`src/rtl/pkt_phase_tagger_if.sv`:
```
// rtl/pkt_phase_tagger_if.sv - packet stream in / tagged text word out bundle for pkt_phase_tagger
//
// Purpose: groups the upstream packet handshake and the downstream tagged-word
// outputs of pkt_phase_tagger so they travel as one port.
//
// Signals:
//   s_valid     upstream word valid
//   s_ready     tagger can accept a word this cycle
//   s_data      256-bit payload word
//   s_meta      32-bit per-word sideband, passed through
//   s_sop/s_eop first / last word of packet markers
//   o_text      {eop, meta, data} of the emitted word (289 bits)
//   o_state     one-hot phase: 0 idle, 1 FIRST, 2 SECOND, 4 INNER
//   o_last      emitted word is last of packet
//   o_ready     one-cycle strobe qualifying o_text/o_state/o_last
//   o_pkt_cnt   completed packet count (wraps)
//   o_proto_err sticky protocol error
//
// Modports: master = packet source / text sink, slave = the tagger.

interface pkt_phase_tagger_if;
  logic         s_valid;
  logic         s_ready;
  logic [255:0] s_data;
  logic [31:0]  s_meta;
  logic         s_sop;
  logic         s_eop;
  logic [288:0] o_text;
  logic [0:3]   o_state;
  logic         o_last;
  logic         o_ready;
  logic [15:0]  o_pkt_cnt;
  logic         o_proto_err;

  modport master (
    output s_valid, s_data, s_meta, s_sop, s_eop,
    input  s_ready, o_text, o_state, o_last, o_ready, o_pkt_cnt, o_proto_err
  );

  modport slave (
    input  s_valid, s_data, s_meta, s_sop, s_eop,
    output s_ready, o_text, o_state, o_last, o_ready, o_pkt_cnt, o_proto_err
  );
endinterface

```
`src/rtl/pkt_phase_tagger.sv`:
```
// rtl/pkt_phase_tagger.sv - packet framing stage tagging words with GCM phase and inserting flush gaps
//
// Purpose: accepts a stream of 256-bit packet words and emits each one, one
// cycle later, as a 289-bit text word tagged with its phase within the packet
// (FIRST, SECOND, INNER), a last flag and a one-cycle ready strobe. After the
// last word of a packet, GAP idle cycles are forced (phase held at FIRST,
// s_ready low) so the downstream phase-alignment stage can drain.
//
// Ports:
//   clk  single clock, rising edge
//   rst  asynchronous active-high reset
//   bus  pkt_phase_tagger_if.slave (see interface file for signal list)
//
// Parameters:
//   GAP  number of flush cycles after each packet's last word (>= 0)

module pkt_phase_tagger #(
  parameter int GAP = 2
) (
  input  logic                clk,
  input  logic                rst,
  pkt_phase_tagger_if.slave   bus
);

  typedef enum logic [2:0] {
    ST_IDLE,
    ST_FIRST,
    ST_SECOND,
    ST_INNER,
    ST_GAP
  } state_e;

  localparam int                CNT_W    = (GAP < 2) ? 1 : $clog2(GAP + 1);
  localparam logic [CNT_W-1:0]  GAP_LOAD = CNT_W'(GAP);

  localparam logic [0:3] PH_IDLE   = 4'd0;
  localparam logic [0:3] PH_FIRST  = 4'd1;
  localparam logic [0:3] PH_SECOND = 4'd2;
  localparam logic [0:3] PH_INNER  = 4'd4;

  state_e             state_q,     state_d;
  logic [CNT_W-1:0]   gap_cnt_q,   gap_cnt_d;
  logic [288:0]       text_q,      text_d;
  logic [0:3]         phase_q,     phase_d;
  logic               last_q,      last_d;
  logic               ready_q,     ready_d;
  logic [15:0]        pkt_cnt_q,   pkt_cnt_d;
  logic               proto_err_q, proto_err_d;

  logic               s_ready_int;
  logic               accept;
  logic               emit;
  logic [0:3]         emit_phase;
  state_e             emit_state;

  // The word-accept window is a pure function of the state register; reset
  // forces it low so nothing is taken while the block is held.
  assign s_ready_int = (state_q != ST_GAP) && !rst;
  assign accept      = bus.s_valid && s_ready_int;

  always_comb begin
    state_d     = state_q;
    gap_cnt_d   = gap_cnt_q;
    text_d      = text_q;
    phase_d     = phase_q;
    last_d      = 1'b0;
    ready_d     = 1'b0;
    pkt_cnt_d   = pkt_cnt_q;
    proto_err_d = proto_err_q;
    emit        = 1'b0;
    emit_phase  = PH_FIRST;
    emit_state  = ST_FIRST;

    case (state_q)
      ST_IDLE: begin
        if (accept) begin
          if (bus.s_sop) begin
            emit       = 1'b1;
            emit_phase = PH_FIRST;
            emit_state = ST_FIRST;
          end else begin
            // Orphan word with no packet open: dropped.
            proto_err_d = 1'b1;
          end
        end
      end

      ST_FIRST, ST_SECOND, ST_INNER: begin
        if (accept) begin
          emit = 1'b1;
          if (bus.s_sop) begin
            // Restart: the open packet is abandoned without an o_last and
            // this word becomes the FIRST word of a fresh packet.
            proto_err_d = 1'b1;
            emit_phase  = PH_FIRST;
            emit_state  = ST_FIRST;
          end else if (state_q == ST_FIRST) begin
            emit_phase = PH_SECOND;
            emit_state = ST_SECOND;
          end else begin
            emit_phase = PH_INNER;
            emit_state = ST_INNER;
          end
        end else if (!bus.s_valid) begin
          // Mid-packet bubble: flagged, FSM and phase output hold.
          proto_err_d = 1'b1;
        end
      end

      ST_GAP: begin
        // The counter is loaded with GAP in the emission cycle of the last
        // word, so the FSM spends GAP+1 cycles here: the emission cycle
        // itself plus GAP flush cycles showing phase FIRST.
        if (gap_cnt_q == '0) begin
          state_d = ST_IDLE;
          phase_d = PH_IDLE;
        end else begin
          gap_cnt_d = gap_cnt_q - CNT_W'(1);
          phase_d   = PH_FIRST;
        end
      end

      default: begin
        state_d = ST_IDLE;
        phase_d = PH_IDLE;
      end
    endcase

    if (emit) begin
      text_d  = {bus.s_eop, bus.s_meta, bus.s_data};
      phase_d = emit_phase;
      ready_d = 1'b1;
      if (bus.s_eop) begin
        last_d    = 1'b1;
        pkt_cnt_d = pkt_cnt_q + 16'd1;
        state_d   = ST_GAP;
        gap_cnt_d = GAP_LOAD;
      end else begin
        state_d = emit_state;
      end
    end
  end

  always_ff @(posedge clk or posedge rst) begin
    if (rst) begin
      state_q     <= ST_IDLE;
      gap_cnt_q   <= '0;
      text_q      <= '0;
      phase_q     <= PH_IDLE;
      last_q      <= 1'b0;
      ready_q     <= 1'b0;
      pkt_cnt_q   <= '0;
      proto_err_q <= 1'b0;
    end else begin
      state_q     <= state_d;
      gap_cnt_q   <= gap_cnt_d;
      text_q      <= text_d;
      phase_q     <= phase_d;
      last_q      <= last_d;
      ready_q     <= ready_d;
      pkt_cnt_q   <= pkt_cnt_d;
      proto_err_q <= proto_err_d;
    end
  end

  assign bus.s_ready     = s_ready_int;
  assign bus.o_text      = text_q;
  assign bus.o_state     = phase_q;
  assign bus.o_last      = last_q;
  assign bus.o_ready     = ready_q;
  assign bus.o_pkt_cnt   = pkt_cnt_q;
  assign bus.o_proto_err = proto_err_q;

endmodule

```
`src/flat_wrapper.sv`:
```
// flat-port wrapper written by rule: the top's interface ports become plain ports
module pkt_phase_tagger_flat 
#(
  parameter int GAP = 2
)
  (clk, rst, bus_s_valid, bus_s_data, bus_s_meta, bus_s_sop, bus_s_eop, bus_s_ready, bus_o_text, bus_o_state, bus_o_last, bus_o_ready, bus_o_pkt_cnt, bus_o_proto_err);
  pkt_phase_tagger_if bus_i ();
  input  logic clk;
  input  logic rst;
  input wire logic [$bits(bus_i.s_valid)-1:0] bus_s_valid;
  input wire logic [$bits(bus_i.s_data)-1:0] bus_s_data;
  input wire logic [$bits(bus_i.s_meta)-1:0] bus_s_meta;
  input wire logic [$bits(bus_i.s_sop)-1:0] bus_s_sop;
  input wire logic [$bits(bus_i.s_eop)-1:0] bus_s_eop;
  output wire logic [$bits(bus_i.s_ready)-1:0] bus_s_ready;
  output wire logic [$bits(bus_i.o_text)-1:0] bus_o_text;
  output wire logic [$bits(bus_i.o_state)-1:0] bus_o_state;
  output wire logic [$bits(bus_i.o_last)-1:0] bus_o_last;
  output wire logic [$bits(bus_i.o_ready)-1:0] bus_o_ready;
  output wire logic [$bits(bus_i.o_pkt_cnt)-1:0] bus_o_pkt_cnt;
  output wire logic [$bits(bus_i.o_proto_err)-1:0] bus_o_proto_err;
  assign bus_i.s_valid = bus_s_valid;
  assign bus_i.s_data = bus_s_data;
  assign bus_i.s_meta = bus_s_meta;
  assign bus_i.s_sop = bus_s_sop;
  assign bus_i.s_eop = bus_s_eop;
  assign bus_s_ready = bus_i.s_ready;
  assign bus_o_text = bus_i.o_text;
  assign bus_o_state = bus_i.o_state;
  assign bus_o_last = bus_i.o_last;
  assign bus_o_ready = bus_i.o_ready;
  assign bus_o_pkt_cnt = bus_i.o_pkt_cnt;
  assign bus_o_proto_err = bus_i.o_proto_err;
  pkt_phase_tagger #(.GAP(GAP)) u_core (.clk(clk), .rst(rst), .bus(bus_i));
endmodule
```
`config.mk`:
```
export PLATFORM = sky130hd
export DESIGN_NAME = pkt_phase_tagger_flat
export DESIGN_NICKNAME = d
export VERILOG_FILES = /design/src/rtl/pkt_phase_tagger_if.sv /design/src/rtl/pkt_phase_tagger.sv /design/src/flat_wrapper.sv
export SDC_FILE = /design/constraint.sdc
export NUM_CORES = 1
export LEC_CHECK = 0
export CAP_MARGIN = 20
export CORE_AREA = 10 10 230 232
export CTS_CLUSTER_SIZE = 30
export DETAILED_ROUTE_END_ITERATION = 6
export DIE_AREA = 0 0 240 242
export PLACE_DENSITY = 0.58
export SETUP_SLACK_MARGIN = 0.2
export SKIP_LAST_GASP = 1
export SLEW_MARGIN = 15
export SYNTH_ARGS = -nofsm -noshare
export SYNTH_HDL_FRONTEND = slang
export SYNTH_SLANG_ARGS = --single-unit
```
`constraint.sdc`:
```
create_clock -name clk -period 30.8 [get_ports clk]
set_input_delay 6.16 -clock clk [delete_from_list [all_inputs] [get_ports clk]]
set_output_delay 6.16 -clock clk [all_outputs]
set_load 0.02 [all_outputs]
```
==> summary.md, run 1 <==
| Metric | Value |
|---|---|
| Cell chain of the critical path | `clkdlybuf4s50_1, a21oi_1, clkdlybuf4s50_1` |
| Master of the slowest instance on the critical path | `sky130_fd_sc_hd__clkdlybuf4s50_1` |
| Placed Cells | `about 2500` |
| Global placement routability congestion | `approximately 0.84` |
| Area of combinational cells with multiple inputs | `approximately 3800 sq um` |
| Yosys synthesis warning count | `0` |
| Buffers inserted during post-CTS setup optimization | `0` |
| Routed wire length per instance | `around 18 um` |
| Commonest cells after routing, fill and taps aside | `881 x sky130_fd_sc_hd__nand2_1, 604 x sky130_fd_sc_hd__clkdlybuf4s50_1, 316 x sky130_fd_sc_hd__dfrtp_1` |
| Met3 layer wire length in the routed design | `5190 um` |
| Cell area after synthesis | `12300 sq um` |
| RSZ-0062 raised after global routing | `no` |
| Global-route congestion overflow total | `0` |
| Largest voltage drop on the vdd net | `51.4 uV` |
| Estimated wirelength of the detail-placed design | `around 33000 um` |
| Hold Crit Depth | `1` |
| WHS Endpoint | `u_core.bus.o_pkt_cnt[15]` |
| Vias after detailed routing | `approximately 11000` |
| H-tree depth | `2` |
| # hold bufs at CTS | `0` |
| Proportion of power drawn by the clock network | `23.5%` |
| Bufs on Longest Clock Path | `3` |
| Required arrival time at the worst endpoint | `between 20 and 25 ns` |
| Time the final worst path needs with I/O delays and setup | `about 14 ns` |
| Leading cell type in the layout, fill and taps excluded | `sky130_fd_sc_hd__nand2_1` |
| Unique masters post-synth | `34` |
| Clock skew | `roughly 0.012 ns` |
| NetSw | `0.000658 W` |
| Top-Level Pins | `slightly above 600` |
| Layout-stage area growth over the synthesis result | `60.8%` |
| Post-Syn Area per Cell | `9.21 sq um` |
| Number of remaining DRC errors | `0` |
| Number of nets in the final layout | `2219` |
| Antenna violations before repair | `2` |
| Total internal power | `0.00115 W` |
| Count of input and output buffers | `about 600` |
| Register cell area after layout | `7910 sq um` |
| Run status | `finished, final reports clean` |
| Clock tree from TritonCTS | `done` |
| Launch point of the worst hold path | `u_core.bus.o_pkt_cnt[15]` |
| Hold Crit Class | `reg -> reg` |
| Highest achievable clock rate | `72.8 MHz` |
| Seq cells post-synth | `~320` |
| GRT Overall Usage | `around 15%` |
| Top Metal Used | `met5` |
| Insertion delay of the later-clocked pin in the worst-skew pair | `approximately 0.53 ns` |
| Kind of cell with the highest combined delay on the critical path | `buffers and inverters` |
| Fraction of power spent switching nets | `a little over a third` |
| Actual transition at the worst max-transition pin | `just over 1 ns` |
| Die X-Extent | `240 um` |
| Initial cell density of the core | `25.4%` |
| Met2 routed wirelength | `~22000 um` |
| Wire length of the first global-routing pass | `between 60000 and 70000 um` |
| Total iterations of the first detailed-routing run | `5` |
| Stage delay of the slowest cell on the critical path | `~0.65 ns` |
| Path depth of the worst reg2reg path | `6` |
| Clock sink total | `~320` |
| Worst reg2reg path endpoint | `u_core.bus.o_text[77]` |
| Number of global-route vias before repair | `11011` |
| Endpoint arrival time on the critical path | `roughly 7.6 ns` |
| Worst rel slew slack | `30.7%` |
| Count of maximum capacitance violations | `0` |
| Die H | `between 200 and 250 um` |
| Mean number of vias per cell | `approximately 4.1` |
| Cell at the root of the clock tree | `sky130_fd_sc_hd__clkbuf_16` |
| Share of the clock period used by the worst path | `between 40% and 50%` |
| Worst reg-to-reg setup slack | `27.43 ns` |
| Wire length after detailed routing | `around 45000 um` |
| Cell count after synthesis | `~1300` |
| Reg-to-reg startpoint | `u_core.state_q[0]` |
| Post-cts gate resize count | `0` |
| Final hold viol count | `0` |
| DR iter-0 viols | `around 760` |
| Setup-violating endpoint count in the final report | `0` |
| Sequential fraction of design power | `between 30% and 40%` |
| Core Region | `48400 sq um` |
| Most common cell on crit path | `sky130_fd_sc_hd__clkdlybuf4s50_1` |
| Logic depth of the worst setup path including buffers | `3` |
| Max-slew violation count | `0` |
| Placement Rows | `between 80 and 90` |
| LEAKAGE | `around 9.6 nW` |
| Number of buffers created by CTS | `38` |
| Sum of negative setup slack | `0 ns` |
| Routed length on met1 | `17000 um` |
| Number of inserted filler cells in the final layout | `4800` |
| Full die area | `~58000 sq um` |
| Maximum number of pins on one net before global-route repair | `around 130` |
| Clock transition at the register clock pins on the worst setup and hold paths after CTS | `0.06 ns` |
| Synthesized net count | `1631` |
| CP Capture Type | `primary output` |
| Antenna Nets Post-Route | `0` |
| Critical path peak fanout | `6` |
| Power Dens Cells | `91.4 nW/um^2` |
| Part of the Yosys area used for sequential elements | `64.2%` |
| Fraction of layout cells with a size suffix above 1 | `under 10%` |
| Setup Crit Path Kind | `in -> out` |
| Count of flip-flops with a built-in enable after synthesis | `0` |
| Async SR Flop Fraction | `100%` |
| Number of buffers and inverters on the critical path | `2` |
| Number of non-filler instances in the completed layout | `about 2600` |
| Startpoint type of the worst setup path | `primary input` |
| Combinational Power Share | `between 40% and 50%` |
| Synth Flop Type | `sky130_fd_sc_hd__dfrtp_1` |
## stage by stage
stage | area (sq um) | power [W] | hold WS [ns] | utilization [%] | worst slack (ns)
global placement | 18600 | 0.00139 | 0.457 | 38.4 | 17.08
finish | 19800 | 0.00181 | 0.468 | 40.9 | 17.06
detailed placement | 18600 | 0.00140 | 0.461 | 38.4 | 17.08
floorplan | 12300 | 0.000988 | 0.495 | - | 15.90
global route | 19800 | 0.00192 | 0.490 | 40.9 | 17.04
CTS | 19800 | 0.00184 | 0.472 | 40.8 | 17.06
## layer usage
| metal | global-route usage [%] | up-vias |
|---|---|---|
| met5 | 0 | - |
| met4 | 4.19 | 2 |
| met3 | 7.07 | 58 |
| met2 | 25.7 | 394 |
| met1 | 16.1 | 4982 |
| li1 | - | 5220 |
## flip-flops by register name, summed over array words and instances, names as in the netlist
signal,cells
u_core.state_q,3
u_core.bus.o_pkt_cnt,16
u_core.gap_cnt_q,2
u_core.bus.o_state,3
u_core.bus.o_ready,1
u_core.bus.o_text,289
u_core.bus.o_proto_err,1
u_core.bus.o_last,1
## worst max-delay path by stage
stage	from	to	slack [ns]
6_report	rst	bus_s_ready	17.06
5_1_grt	rst	bus_s_ready	17.04
4_1_cts	rst	bus_s_ready	17.06
3_5_place_dp	rst	bus_s_ready	17.08
3_3_place_gp	rst	bus_s_ready	17.08
2_1_floorplan	rst	u_core.bus.o_last	15.90
## kinds of logic after synthesis
kind of cell / Yosys count / share of synthesized area (%)
flip-flops: 316 / 64.2
multiplexers: 1 / 0.0914
other: 1 / 0.0304
XOR/XNOR: 15 / 1.07
AO/OA/AOI/OAI: 15 / 0.691
AND/OR/NAND/NOR: 919 / 28.7
buffers and inverters: 69 / 5.14
adder cells (fa/ha/maj): 1 / 0.102
## synthesized netlist by cell type (3+ instances only)
library cell / count / share of area [%]
sky130_fd_sc_hd__nand2_1: 881 / 27
sky130_fd_sc_hd__dfrtp_1: 316 / 64
sky130_fd_sc_hd__buf_6: 47 / 4.3
sky130_fd_sc_hd__a21oi_1: 9 / 0.37
sky130_fd_sc_hd__nor2_1: 9 / 0.27
sky130_fd_sc_hd__xnor2_1: 9 / 0.64
sky130_fd_sc_hd__buf_2: 8 / 0.33
sky130_fd_sc_hd__clkbuf_1: 7 / 0.21
sky130_fd_sc_hd__nor3_1: 7 / 0.28
sky130_fd_sc_hd__xor2_1: 6 / 0.43
sky130_fd_sc_hd__nand3_1: 5 / 0.20
sky130_fd_sc_hd__buf_4: 3 / 0.18
sky130_fd_sc_hd__inv_1: 3 / 0.091
## layout make-up
cell class | count | share of cell area (%)
clock inverters | 10 | 0.322
inverters | 4 | 0.152
diodes | 1 | 0.0126
multi-input cells | 952 | 19.1
repair buffers | 613 | 31.0
flip-flops and latches | 316 | 39.9
clock buffers | 58 | 5.64
well taps | 622 | 3.93
## power groups by stage
stage | Clock (W) | Combinational, W | Sequential, W
floorplan | 0 | 0.000160 | 0.000829
global route | 0.000459 | 0.000794 | 0.000667
CTS | 0.000441 | 0.000752 | 0.000648
finish | 0.000425 | 0.000737 | 0.000647
global placement | 0 | 0.000746 | 0.000645
detailed placement | 0 | 0.000749 | 0.000652
Note: power is estimated with default switching activity, not from simulation.
==> run 2, diff against run 1 <==
--- a/config.mk
+++ b/config.mk
@@ -6,11 +6,11 @@
 export NUM_CORES = 1
 export LEC_CHECK = 0
 export CAP_MARGIN = 20
-export CORE_AREA = 10 10 230 232
+export CORE_AREA = 10 10 225 227
 export CTS_CLUSTER_SIZE = 30
 export DETAILED_ROUTE_END_ITERATION = 6
-export DIE_AREA = 0 0 240 242
-export PLACE_DENSITY = 0.58
+export DIE_AREA = 0 0 235 237
+export PLACE_DENSITY = 0.6
 export SETUP_SLACK_MARGIN = 0.2
 export SKIP_LAST_GASP = 1
 export SLEW_MARGIN = 15
==> constraint.sdc (replaced) <==
create_clock -name clk -period 13.2 [get_ports clk]
set_input_delay 2.64 -clock clk [delete_from_list [all_inputs] [get_ports clk]]
set_output_delay 2.64 -clock clk [all_outputs]
set_load 0.02 [all_outputs]
==> run 2 against run 1 <==
Against the previous run:
- sequential cell count is the same
- wire length decreased by 0.12%
- clock power rose to 2.5 times the previous value
- register-to-register slack worse by 18 ns
- clock skew grew 0.0070 ns
- critical path depth unchanged
- critical path type unchanged
- critical endpoint unchanged
- largest cell class unchanged
- highest routed layer unchanged
==> summary.md, run 2 (synthesis gave the netlist of run 1 again) <==
| Metric | Value |
|---|---|
| Run status | `finished, final reports clean` |
| Most common cell on crit path | `sky130_fd_sc_hd__clkdlybuf4s50_1` |
| # hold bufs at CTS | `0 (unchanged)` |
| Global-route congestion overflow total | `0 (unchanged)` |
| Vias after detailed routing | `10732 (+0.71%)` |
| Global placement routability congestion | `0.802 (-4.9%)` |
| Critical path origin | `rst` |
| Insertion delay of the later-clocked pin in the worst-skew pair | `0.54 ns (about the same)` |
| Clock skew | `0.0190 ns (+0.00703 ns)` |
| Initial cell density of the core | `26.7% (+1.3 points)` |
| Clock tree from TritonCTS | `done` |
| Kind of cell with the highest combined delay on the critical path | `buffers and inverters` |
| CP Capture Type | `primary output` |
| Clock sink total | `316 (unchanged)` |
| Count of maximum capacitance violations | `0 (unchanged)` |
| Layout-stage area growth over the synthesis result | `61.7%` |
| Hold Crit Class | `reg -> reg` |
| Cell at the root of the clock tree | `sky130_fd_sc_hd__clkbuf_16` |
| Launch point of the worst hold path | `u_core.bus.o_pkt_cnt[15]` |
| Share of the clock period used by the worst path | `about half` |
| GRT Overall Usage | `15.4% (+0.48 points)` |
| Path depth of the worst reg2reg path | `6 (unchanged)` |
| Top-Level Pins | `606 (unchanged)` |
| LEAKAGE | `9.62 nW (+0.68%)` |
| Number of buffers created by CTS | `38 (unchanged)` |
| Worst reg-to-reg setup slack | `9.90 ns (-17.53 ns)` |
| Count of input and output buffers | `604 (unchanged)` |
| Number of flip-flops under the largest register name | `289 (unchanged)` |
| Worst reg2reg path endpoint | `u_core.bus.o_text[113]` |
| Buffers inserted during post-CTS setup optimization | `0 (unchanged)` |
| Wire length of the first global-routing pass | `68300 um (+0.39%)` |
| Antenna violations before repair | `4 (+2)` |
| Number of global-route vias before repair | `11047 (+0.33%)` |
| Core Region | `46200 sq um (-4.7%)` |
| Master of the slowest instance on the critical path | `sky130_fd_sc_hd__clkdlybuf4s50_1` |
| Endpoint arrival time on the critical path | `4.05 ns (-3.53 ns)` |
| Actual transition at the worst max-transition pin | `1.10 ns (+0.0599 ns)` |
| Antenna Nets Post-Route | `0 (unchanged)` |
| Hold slack final | `0.469 ns (+0.00178 ns)` |
| Time the final worst path needs with I/O delays and setup | `between 6 and 7 ns` |
| Setup Crit Path Kind | `in -> out` |
| Worst rel slew slack | `26.7% (-4.0 points)` |
| Placement Rows | `79 (-2.5%)` |
| Wire length after detailed routing | `45200 um (-0.12%)` |
| Die H | `237 um (-2.1%)` |
| Fraction of layout cells with a size suffix above 1 | `4.10% (+0.36 points)` |
| Number of buffers and inverters on the critical path | `2 (unchanged)` |
| Leading cell type in the layout, fill and taps excluded | `sky130_fd_sc_hd__nand2_1` |
| Bufs on Longest Clock Path | `3 (unchanged)` |
| Largest voltage drop on the vdd net | `128 uV (+150%)` |
| Final hold viol count | `0 (unchanged)` |
| Reg-to-reg startpoint | `u_core.state_q[0]` |
| Final Total Pwr | `0.00431 W (+140%)` |
| Number of remaining DRC errors | `0 (unchanged)` |
| Setup-violating endpoint count in the final report | `0 (unchanged)` |
| Total iterations of the first detailed-routing run | `4 (-1)` |
| Number of nets in the final layout | `2218 (-0.045%)` |
| Cell chain of the critical path | `clkdlybuf4s50_1, a21oi_1, clkdlybuf4s50_1` |
| Post-cts gate resize count | `0 (unchanged)` |
| Estimated wirelength of the detail-placed design | `33500 um (+0.74%)` |
| Stage delay of the slowest cell on the critical path | `0.65 ns (about the same)` |
| Number of non-filler instances in the completed layout | `2560 (-0.62%)` |
| Required arrival time at the worst endpoint | `10.56 ns (-14.08 ns)` |
| Hold Crit Depth | `1 (unchanged)` |
| Die X-Extent | `235 um (-2.1%)` |
| Power Dens Cells | `217 nW/um^2 (+140%)` |
| Maximum number of pins on one net before global-route repair | `183 (+43%)` |
| Clock transition at the register clock pins on the worst setup and hold paths after CTS | `0.06 ns (about the same)` |
| Full die area | `55700 sq um (-4.1%)` |
| DR iter-0 viols | `438 (-42%)` |
| Max-slew violation count | `0 (unchanged)` |
| H-tree depth | `2 (unchanged)` |
| RSZ-0062 raised after global routing | `no` |
| Highest achievable clock rate | `149 MHz` |
| Critical path peak fanout | `6 (unchanged)` |
| Share of the core filled with cells in the final layout | `43.1% (+2.3 points)` |
| Startpoint type of the worst setup path | `primary input` |
| Routed wire length per instance | `17.6 um (+0.50%)` |
| Commonest cells after routing, fill and taps aside | `881 x sky130_fd_sc_hd__nand2_1, 604 x sky130_fd_sc_hd__clkdlybuf4s50_1, 316 x sky130_fd_sc_hd__dfrtp_1` |
| WHS Endpoint | `u_core.bus.o_pkt_cnt[15]` |
| Sum of negative setup slack | `0 ns (unchanged)` |
| Mean number of vias per cell | `4.19 (+1.3%)` |
| Placed Cells | `2490 (-0.64%)` |
[run 2: cell types whose count changed in the layout (fill, tap and decap cells not counted), moves of 2 or more]
cell                        change
sky130_fd_sc_hd__clkbuf_1       -8
sky130_fd_sc_hd__clkbuf_8       +4
sky130_fd_sc_hd__bufinv_16      +2
sky130_fd_sc_hd__clkbuf_16      +2
sky130_fd_sc_hd__inv_6          -2
[run 2: final cells by class]
class	instances	area, sq um
inverters	4	30.0
flip-flops and latches	316	7910
repair buffers	612	6130
diodes	1	2.50
well taps	607	759
clock buffers	56	1190
clock inverters	12	120
multi-input cells	952	3770
fillers	4535	26200
[run 2: how the worst max path moves through the flow]
| stage | endpoint | cells past startpoint | slack (ns) |
|---|---|---|---|
| after detailed placement | bus_s_ready | 3 | 6.51 |
| final | bus_s_ready | 3 | 6.51 |
| after global routing | bus_s_ready | 3 | 6.44 |
| after CTS | bus_s_ready | 3 | 6.49 |
| after global placement | bus_s_ready | 3 | 6.51 |
| after floorplan | u_core.bus.o_last | 1 | 1.82 |
[run 2: per-layer routing]
layer / GRT usage (%) / wire (um) / vias up
met5: 0 / 30 / -
met4: 4.32 / 821 / 6
met3: 6.50 / 4430 / 61
met2: 27.2 / 22900 / 397
met1: 16.7 / 17000 / 5037
li1: - / - / 5231
[run 2: through the flow]
stage / setup WS (ns) / area, sq um
detailed placement: 6.51 / 18600
global route: 6.44 / 19900
floorplan: 1.82 / 12300
global placement: 6.51 / 18600
finish: 6.51 / 19900
CTS: 6.49 / 19900
[run 2: power by group]
part           internal (W)  switching (W)
Clock              0.000665       0.000418
Sequential          0.00131       0.000196
Combinational      0.000788       0.000931
==> run 3, diff against run 2 <==
--- a/config.mk
+++ b/config.mk
@@ -6,10 +6,10 @@
 export NUM_CORES = 1
 export LEC_CHECK = 0
 export CAP_MARGIN = 20
-export CORE_AREA = 10 10 225 227
+export CORE_AREA = 10 10 229 231
 export CTS_CLUSTER_SIZE = 30
 export DETAILED_ROUTE_END_ITERATION = 6
-export DIE_AREA = 0 0 235 237
+export DIE_AREA = 0 0 239 241
 export PLACE_DENSITY = 0.6
 export SETUP_SLACK_MARGIN = 0.2
 export SKIP_LAST_GASP = 1
==> constraint.sdc (replaced) <==
create_clock -name clk -period 6.1 [get_ports clk]
set_input_delay 1.22 -clock clk [delete_from_list [all_inputs] [get_ports clk]]
set_output_delay 1.22 -clock clk [all_outputs]
set_load 0.02 [all_outputs]
==> run 3 against run 2 <==
Against the previous run:
- critical path depth is the same
- global-route usage shrank 0.34 points
- power grew 110%
- die area grew 3.4%
- register-to-register slack lost 6.6 ns
- sequential share of layout area grew 0.16 points
- cell count grew 0.35%
- critical endpoint unchanged
- largest cell class unchanged
==> summary.md, run 3 (synthesis gave the netlist of run 1 again) <==
| Metric | Value |
|---|---|
| DR iter-0 viols | `629 (+44%)` |
| Core Region | `47500 sq um (+3.0%)` |
| Insertion delay of the later-clocked pin in the worst-skew pair | `0.54 ns (about the same)` |
| Mean number of vias per cell | `4.16 (-0.68%)` |
| Required arrival time at the worst endpoint | `4.88 ns (-5.68 ns)` |
| Commonest cells after routing, fill and taps aside | `881 x sky130_fd_sc_hd__nand2_1, 604 x sky130_fd_sc_hd__clkdlybuf4s50_1, 316 x sky130_fd_sc_hd__dfrtp_1` |
| Worst rel slew slack | `35.6% (+8.9 points)` |
| Actual transition at the worst max-transition pin | `0.966 ns (-0.134 ns)` |
| Share of the core filled with cells in the final layout | `41.7% (-1.4 points)` |
| Full die area | `57600 sq um (+3.4%)` |
| Largest voltage drop on the vdd net | `233 uV (+82%)` |
| Setup Slack @ Placement | `1.93 ns (-4.59 ns)` |
| Bufs on Longest Clock Path | `3 (unchanged)` |
| Max-slew violation count | `0 (unchanged)` |
| GRT Overall Usage | `15.1% (-0.34 points)` |
| Layout-stage area growth over the synthesis result | `61.0%` |
| CP Capture Type | `primary output` |
| Startpoint type of the worst setup path | `primary input` |
| Initial cell density of the core | `25.9% (-0.78 points)` |
| Clock sink total | `316 (unchanged)` |
| # hold bufs at CTS | `0 (unchanged)` |
| Sum of negative setup slack | `0 ns (unchanged)` |
| Number of remaining DRC errors | `0 (unchanged)` |
| Cell at the root of the clock tree | `sky130_fd_sc_hd__clkbuf_16` |
| Highest achievable clock rate | `between 200 and 300 MHz` |
| Number of inserted filler cells in the final layout | `4630 (+2.1%)` |
| Final hold viol count | `0 (unchanged)` |
| Estimated wirelength of the detail-placed design | `33600 um (+0.35%)` |
| Number of flip-flops under the largest register name | `289 (unchanged)` |
| Leading cell type in the layout, fill and taps excluded | `sky130_fd_sc_hd__nand2_1` |
| Antenna Nets Post-Route | `0 (unchanged)` |
| Setup Crit Path Kind | `in -> out` |
| Run status | `finished, final reports clean` |
| Die H | `241 um (+1.7%)` |
| Global placement routability congestion | `0.789 (-1.6%)` |
| LEAKAGE | `9.56 nW (-0.66%)` |
| Wire length after detailed routing | `45700 um (+1.1%)` |
| Buffers inserted during post-CTS setup optimization | `0 (unchanged)` |
| Time the final worst path needs with I/O delays and setup | `roughly 3.8 ns` |
| Number of nets in the final layout | `2218 (unchanged)` |
| Number of buffers created by CTS | `38 (unchanged)` |
| Hold Crit Class | `reg -> reg` |
| Clock skew | `0.0269 ns (+0.00781 ns)` |
| Number of global-route vias before repair | `11187 (+1.3%)` |
| Count of maximum capacitance violations | `0 (unchanged)` |
| Global-route congestion overflow total | `0 (unchanged)` |
| H-tree depth | `2 (unchanged)` |
| Clock tree from TritonCTS | `done` |
| Count of input and output buffers | `604 (unchanged)` |
| Top-Level Pins | `606 (unchanged)` |
| Fraction of layout cells with a size suffix above 1 | `3.64% (-0.46 points)` |
| Power Dens Cells | `462 nW/um^2 (+110%)` |
| Endpoint arrival time on the critical path | `2.55 ns (-1.50 ns)` |
| Placement Rows | `80 (+1.3%)` |
| Min setup slack post-route | `2.33 ns (-4.17 ns)` |
| Wire length of the first global-routing pass | `68000 um (-0.33%)` |
| Share of the clock period used by the worst path | `about three fifths` |
| Worst reg-to-reg setup slack | `3.26 ns (-6.64 ns)` |
| Maximum number of pins on one net before global-route repair | `171 (-6.6%)` |
| Vias after detailed routing | `10696 (-0.34%)` |
| Die X-Extent | `239 um (+1.7%)` |
| Routed wire length per instance | `17.8 um (+0.73%)` |
| Critical path peak fanout | `6 (unchanged)` |
| Antenna violations before repair | `7 (+3)` |
| RSZ-0062 raised after global routing | `no` |
| Setup-violating endpoint count in the final report | `0 (unchanged)` |
| Post-cts gate resize count | `0 (unchanged)` |
| Clock transition at the register clock pins on the worst setup and hold paths after CTS | `0.05 ns (about the same)` |
| Total iterations of the first detailed-routing run | `5 (+1)` |
run 3: cell count changes in the layout (fill, tap and decap cells not counted), sizes merged:
cell,delta
clkinv,-5
inv,+1
clkinvlp,+1
diode,+4
bufinv,-2
clkbuf,+2
run 3: power breakdown:
group          leakage [nW]  internal, W  switching, W
combinational          5.03      0.00171       0.00202
clock                 0.582      0.00128      0.000882
sequential             3.95      0.00284      0.000434
run 3: worst paths after layout:
| kind | startpoint | to | depth (start not counted) |
|---|---|---|---|
| setup / recovery | rst | bus_s_ready | 3 |
| hold / removal | u_core.bus.o_text[75] | u_core.bus.o_text[75] | 2 |
| setup reg to reg | u_core.state_q[0] | u_core.bus.o_text[101] | 6 |
| hold reg to reg | u_core.bus.o_text[75] | u_core.bus.o_text[75] | 2 |
| max in group asynchronous | rst | u_core.bus.o_text[124] | 3 |
| min in group asynchronous | rst | u_core.bus.o_text[6] | 3 |
run 3: stage by stage:
| step | power [W] | cells | hold slack, ns | cell area (sq um) |
|---|---|---|---|---|
| 6_report | 0.00917 | 2569 | 0.468 | 19800 |
| 5_1_grt | 0.00971 | 2569 | 0.479 | 19800 |
| 4_1_cts | 0.00933 | 2564 | 0.475 | 19800 |
| 3_5_place_dp | 0.00709 | 2499 | 0.461 | 18600 |
| 3_3_place_gp | 0.00704 | 2499 | 0.456 | 18600 |
| 2_1_floorplan | 0.00499 | 1337 | 0.495 | 12300 |
run 3: per-layer routing:
layer | GRT usage [%] | wire length (um) | up-vias
met5 | 0 | 27 | -
met4 | 5.19 | 1010 | 4
met3 | 6.64 | 4680 | 60
met2 | 25.7 | 22800 | 389
met1 | 16.6 | 17200 | 5014
li1 | - | - | 5229
run 3: cell type report:
class	instances	area, sq um	area share, %
Multi-Input combinational cell	952	3770	19.0
Clock buffer	58	1140	5.73
Sequential cell	316	7910	39.9
Antenna cell	5	12.5	0.0631
Tap cell	615	769	3.88
Clock inverter	7	48.8	0.246
Timing Repair Buffer	612	6160	31.0
Inverter	4	26.3	0.132
run 3: critical path, stage by stage:
cell and delay, ns:
sky130_fd_sc_hd__clkdlybuf4s50_1 0.51, sky130_fd_sc_hd__a21oi_1 0.17, sky130_fd_sc_hd__clkdlybuf4s50_1 0.65
